<file path="src/rtl/instruction_loader.sv">
// Boot-time instruction memory loader: assembles a byte stream (MSB first) into
// 32-bit words and writes them to consecutive addresses while holding the CPU.
module instruction_loader #(
  parameter int              ADDR_WIDTH  = 5,
  parameter int              DATA_WIDTH  = 32,
  parameter logic [5:0]      HALT_OPCODE = 6'b111111
) (
  input  logic                  clk,
  input  logic                  rst_n,
  input  logic                  start,
  input  logic [ADDR_WIDTH:0]   word_count,
  input  logic [7:0]            byte_in,
  input  logic                  byte_valid,
  output logic                  byte_ready,
  output logic                  wr_enable,
  output logic [ADDR_WIDTH-1:0] wr_addr,
  output logic [DATA_WIDTH-1:0] wr_data,
  output logic                  cpu_hold,
  output logic                  busy,
  output logic                  done,
  output logic [ADDR_WIDTH:0]   words_loaded
);

  localparam logic [ADDR_WIDTH:0]   DEPTH_CNT = {1'b1, {ADDR_WIDTH{1'b0}}};
  localparam logic [ADDR_WIDTH-1:0] LAST_ADDR = '1;

  typedef enum logic [1:0] {IDLE, RECV, WRITE, FINISH} state_t;

  state_t                state;
  logic [ADDR_WIDTH:0]   target;
  logic [ADDR_WIDTH-1:0] addr;
  logic [1:0]            byte_idx;
  logic [DATA_WIDTH-9:0] asm_word;

  logic                  byte_fire;
  logic [ADDR_WIDTH:0]   start_target;
  logic [ADDR_WIDTH:0]   loaded_next;
  logic                  last_word;

  assign byte_fire    = byte_valid && byte_ready;
  assign start_target = (word_count > DEPTH_CNT) ? DEPTH_CNT : word_count;
  assign loaded_next  = words_loaded + 1'b1;
  // Evaluated in WRITE, where wr_data already holds the word being stored.
  assign last_word    = (wr_data[DATA_WIDTH-1 -: 6] == HALT_OPCODE) ||
                        (loaded_next == target) ||
                        (addr == LAST_ADDR);

  // NOTE: all state and outputs use non-blocking assignments so every register
  // samples pre-edge values, independent of statement order.
  always_ff @(posedge clk or negedge rst_n) begin
    if (!rst_n) begin
      state        <= IDLE;
      target       <= '0;
      addr         <= '0;
      byte_idx     <= '0;
      asm_word     <= '0;
      byte_ready   <= 1'b0;
      wr_enable    <= 1'b0;
      wr_addr      <= '0;
      wr_data      <= '0;
      cpu_hold     <= 1'b0;
      busy         <= 1'b0;
      done         <= 1'b0;
      words_loaded <= '0;
    end else begin
      case (state)
        IDLE: begin
          if (start) begin
            target       <= start_target;
            addr         <= '0;
            byte_idx     <= '0;
            words_loaded <= '0;
            done         <= 1'b0;
            busy         <= 1'b1;
            cpu_hold     <= 1'b1;
            if (start_target != '0) begin
              state      <= RECV;
              byte_ready <= 1'b1;
            end else begin
              state      <= FINISH;
            end
          end
        end

        RECV: begin
          if (byte_fire) begin
            asm_word <= {asm_word[DATA_WIDTH-17:0], byte_in};
            byte_idx <= byte_idx + 1'b1;
            if (byte_idx == 2'd3) begin
              state      <= WRITE;
              byte_ready <= 1'b0;
              wr_enable  <= 1'b1;
              wr_addr    <= addr;
              wr_data    <= {asm_word, byte_in};
            end
          end
        end

        WRITE: begin
          wr_enable    <= 1'b0;
          words_loaded <= loaded_next;
          if (last_word) begin
            state <= FINISH;
          end else begin
            addr       <= addr + 1'b1;
            state      <= RECV;
            byte_ready <= 1'b1;
          end
        end

        FINISH: begin
          done     <= 1'b1;
          busy     <= 1'b0;
          cpu_hold <= 1'b0;
          state    <= IDLE;
        end

        default: state <= IDLE;
      endcase
    end
  end

endmodule

</file>
<file path="config.mk">
export PLATFORM = sky130hd
export DESIGN_NAME = instruction_loader
export DESIGN_NICKNAME = d
export VERILOG_FILES = /design/src/rtl/instruction_loader.sv
export SDC_FILE = /design/constraint.sdc
export NUM_CORES = 1
export LEC_CHECK = 0
export CAP_MARGIN = 20
export CORE_MARGIN = 5
export CORE_UTILIZATION = 38
export CTS_CLUSTER_SIZE = 16
export DETAILED_ROUTE_END_ITERATION = 8
export GPL_TIMING_DRIVEN = 0
export PLACE_DENSITY = 0.69
export RECOVER_POWER = 25
export SYNTH_ARGS = -nofsm -noshare
export SYNTH_HDL_FRONTEND = slang
export SYNTH_SLANG_ARGS = --single-unit
</file>
<file path="constraint.sdc">
create_clock -name clk -period 2.4 [get_ports clk]
set_clock_uncertainty 0.2 [all_clocks]
set_input_delay 0.24 -clock clk [delete_from_list [all_inputs] [get_ports clk]]
set_output_delay 0.24 -clock clk [all_outputs]
set_load 0.005 [all_outputs]
</file>
# == Word-level counts from Yosys, hierarchy flattened ==
# Cells that the tools add are included.
# op_classes
n_reduce_logical,20
n_addsub,3
magnitude_cmp,1
mux,28
n_eq_ne,12
# ops
operator,count
AND reduction 3 bit,5
2-to-1 mux 2 bit,7
2-to-1 mux 6 bit,2
one-hot mux 6 bit (2 select lines),1
2-to-1 mux 5 bit,2
!= test 2 bit (second input constant),5
one-hot mux 5 bit (2 select lines),1
2-to-1 mux 1 bit,9
one-hot mux 2 bit (4 select lines),1
AND reduction 2 bit,4
nonzero test 2 bit,4
adder 6 x 1 -> 6 bit (second input constant),1
== test 2 bit (second input constant),3
== test 6 bit,1
== test 6 bit (second input constant),1
> comparator 6 bit (second input constant),1
one-hot mux 1 bit (2 select lines),3
AND reduction 6 bit,1
nonzero test 6 bit,1
adder 5 x 1 -> 5 bit (second input constant),1
== test 5 bit (second input constant),1
one-hot mux 2 bit (2 select lines),1
one-hot mux 1 bit (3 select lines),1
nonzero test 3 bit,1
5 further kinds,6
# word_totals
in_bits,18
regBits,86

# == Logic depth before layout (Yosys ltp) ==
# depth
word_depth,6
mapped_depth,7
mapped_depth_nobuf,7

# == Worst setup path after synthesis ==
# Ideal clock, no wire load.
# synth_path
kind,register to register
startpoint,register words_loaded[0]
endpoint,register addr[3]
stages_incl_launch_ff,7
required_ns,2.056
period_less_slack_ns,2.266
arrival_ns,1.922
path_slack_ns,0.134
cell_sequence,dfrtp_1 ha_1 nand3_2 or3_4 a2111oi_4 or3_1 o311ai_1
# synth_via
elab_chain_cells,6
# synth_rtl
item,line_no,rtl
"start, declared",21,output logic [ADDR_WIDTH:0] words_loaded
"start signal, assigned",101,words_loaded <= loaded_next;
adder 6 x 1 -> 6 bit,42,assign loaded_next = words_loaded + 1'b1;
== test 6 bit,45,(loaded_next == target) ||
logical OR 1 bit,44,assign last_word = (wr_data[DATA_WIDTH-1 -: 6] == HALT_OPCODE) ||
logical OR 1 bit,45,
!= test 2 bit (no line),-,
AND reduction 3 bit (no line),-,
"end signal, assigned",105,addr <= addr + 1'b1;
"end, declared",31,logic [ADDR_WIDTH-1:0] addr;
# Every way passes these cells.
# A chain may end at the register's enable or synchronous reset.

# == Worst setup path after layout ==
# Same ends and word-level chain as after synthesis.

==> impl_metrics.json <==
{
  "p_int_w": 0.00347,
  "cts_buffer_depth": 2,
  "num_rows": 36,
  "synth_edf_count": 0,
  "r2r_cells": 7,
  "final_area_um2": 4780,
  "finalMaxSlewViolations": 0,
  "cp_max_fo": 9,
  "final_common_cell": "nand2_1",
  "worstSetupPathType": "reg2reg",
  "wl_per_cell_um": 13.4,
  "clock-root-buffer": "clkbuf_8",
  "initial_utilization_pct": 38.4,
  "power_leakage_nw": 2.33,
  "avgSynthCellArea_um2": 9.06,
  "gp_congestion": 0.792,
  "drc_errors": 0,
  "start_kind": "flop",
  "pin_count": 66,
  "n_fill_cell": 962,
  "min_path_type": "in2reg",
  "comb_power_share_pct": 34.5,
  "htreeDepth": 3,
  "async_reset_ff_share_pct": 100,
  "status": "finished, final reports clean",
  "drt_iter0_drc": 201,
  "wirelength_met1_um": 3820,
  "hold_viol_final": 0,
  "syn_nets": 430,
  "rsz0062_at_grt": "no",
  "die_w_um": 109,
  "maxCapViolCount": 0,
  "seqPwrFrac_pct": 45.9,
  "clk_latency_ps": 350,
  "grt_max_degree": 73,
  "fin_cells": 625,
  "ir_worst_vdd_mv": 0.615,
  "syn2layout_area_growth_pct": 29.2,
  "fmax_ghz": 0.440,
  "final_nets": 509,
  "cp.arrival_ps": 2320,
  "dp_hpwl_um": 6040,
  "synthFlopType": "dfrtp_1",
  "routed_wl_um": 8410,
  "die_y_um": 109,
  "timing.hold.ws_ps": 251,
  "hp-start": "byte_in[2]",
  "dieArea_um2": 11800,
  "synth.distinct_cells": 47,
  "wl_met2_um": 4130,
  "grt.total_usage_pct": 15.5,
  "layout-drive-gt1-share_pct": 7.32,
  "numCtsBuffers": 9,
  "post-route-util_pct": 49.5,
  "clock_power_share_pct": 19.6,
  "clock-sinks": 86,
  "grt_first_pass_wirelength_um": 14600,
  "slew_headroom_pct": 38.3,
  "cts_tree": "yes",
  "final.setup.worst_slack_ps": 125,
  "placed_cell_area_um2": 4540,
  "switching_share_pct": 34.7,
  "tightest_slew_ps": 925,
  "critPathLaunch": "words_loaded[0]",
  "required_ps": 2450,
  "antenna_cells": 0,
  "grt_overflow_total": 0,
  "synth_seq_cells": 86,
  "clk_pin_slew_ps": 90,
  "routed.top_layer": "met4",
  "num_vias": 2988,
  "place_inst": 607,
  "core_um2": 9640,
  "antenna_found_initial": 0,
  "met3_length_um": 347,
  "syn_inst": 408,
  "drt-pass1-iter-count": 4,
  "syn_area_um2": 3700,
  "ant_nets": 0,
  "critPathCaptureType": "flop",
  "power_density_nw_per_um2": 1110,
  "period_share_pct": 94.8,
  "finalCriticalPeriod_ps": 2270,
  "ys_warn_count": 0,
  "ys_seq_area_share_pct": 58.2,
  "via_per_inst": 4.78,
  "preCtsSetupSlack_ps": -131,
  "p_sw_w": 0.00185,
  "most-common-layout-cells": "nand2_1, dfrtp_1, clkdlybuf4s50_1, clkbuf_1, o21ai_0",
  "setup_violations": 0,
  "min_path_cells": 3,
  "io_buffers": 65,
  "r2r-start": "words_loaded[0]",
  "first_global_vias": 3059
}
==> power by group through the flow <==
stage | registers (W) | clock network, W | logic [W]
2_1_floorplan | 0.00239 | 0 | 0.000898
3_3_place_gp | 0.00245 | 0 | 0.00178
3_5_place_dp | 0.00246 | 0 | 0.00184
4_1_cts | 0.00244 | 0.00107 | 0.00187
5_1_grt | 0.00253 | 0.00112 | 0.00208
6_report | 0.00244 | 0.00104 | 0.00183
==> sequential cells by signal, summed over array words and instances (netlist names) <==
name,cells
wr_enable,1
addr,5
state,2
wr_data,32
asm_word,24
busy,1
byte_idx,2
words_loaded,6
target,6
wr_addr,5
done,1
byte_ready,1
==> timing repair <==
item,4_1_cts,5_1_grt
setup buffers,2,0
resized for setup,1,4
hold buffers,1,0
setup endpoints to repair,7,5
cloned,0,0
pin swaps,1,0
endpoints found under the hold margin,86,0
==> cells in the mapped netlist, drive strengths merged, types with 2 or more instances <==
cell type    n  area (um2)
a21o         3        23.8
a21oi        6        30.0
a22o         4        35.0
and3         5        32.5
buf          6        33.8
clkbuf      14        52.6
dfrtp       86        2150
ha           4        50.1
inv          4        15.0
mux2i        2        20.0
nand2      200         751
nand2b       6        37.5
nand3       12        65.1
nor2         3        11.3
nor3         4        20.0
nor3b        2        15.0
nor4         2        12.5
o21ai       14        70.1
o311ai       2        17.5
or3          3        25.0
xnor2        5        43.8
xor2         3        26.3
==> metal layers <==
layer  track usage, %  vias up
met5                0        -
met4             5.32        0
met3             3.55       10
met2             25.5       67
met1             20.2     1428
li1                 -     1483
==> layout make-up <==
| class | count | area [um2] | share of cell area (%) |
|---|---|---|---|
| Sequential cell | 86 | 2150 | 45.1 |
| Multi-Input combinational cell | 297 | 1450 | 30.4 |
| Timing Repair Buffer | 69 | 697 | 14.6 |
| Tap cell | 133 | 166 | 3.48 |
| Clock buffer | 9 | 124 | 2.59 |
| Buffer | 19 | 82.6 | 1.73 |
| Clock inverter | 7 | 80.1 | 1.68 |
| Inverter | 5 | 18.8 | 0.393 |
==> logic make-up (layout without fill, tap and decap cells) <==
| family | count (synthesis) | in the layout | share of synthesized area [%] |
|---|---|---|---|
| and+or+nand+nor | 243 | 243 | 27.4 |
| xor gates and xnor gates | 8 | 8 | 1.90 |
| DFF | 86 | 86 | 58.2 |
| AOI/OAI and AO/OA | 39 | 39 | 7.45 |
| muxes | 3 | 3 | 0.846 |
| buffers and inverters | 25 | 109 | 2.84 |
| adders and majority gates | 4 | 4 | 1.35 |
==> path summary, 6_finish.rpt <==
kind	to	slack (ps)
max in group asynchronous	words_loaded[0]	810
max	addr[3]	130
min	asm_word[2]	250
min in group asynchronous	words_loaded[3]	340
max reg2reg	addr[3]	130
min reg2reg	wr_data[25]	270
==> critical path: stages, from the launching register on <==
cell and delay (ps):
dfrtp_2 450, ha_2 260, nand3_2 100, or3_4 390, a2111oi_4 280, buf_4 210
o311ai_0 160, o311ai_1 130
==> through the flow <==
stage,total power [W],setup TNS [ps]
6_report,0.00532,0
5_1_grt,0.00573,0
4_1_cts,0.00537,0
3_5_place_dp,0.00430,-1350
3_3_place_gp,0.00423,-189790
2_1_floorplan,0.00329,0
No activity file was read; power rests on OpenSTA's default activity.
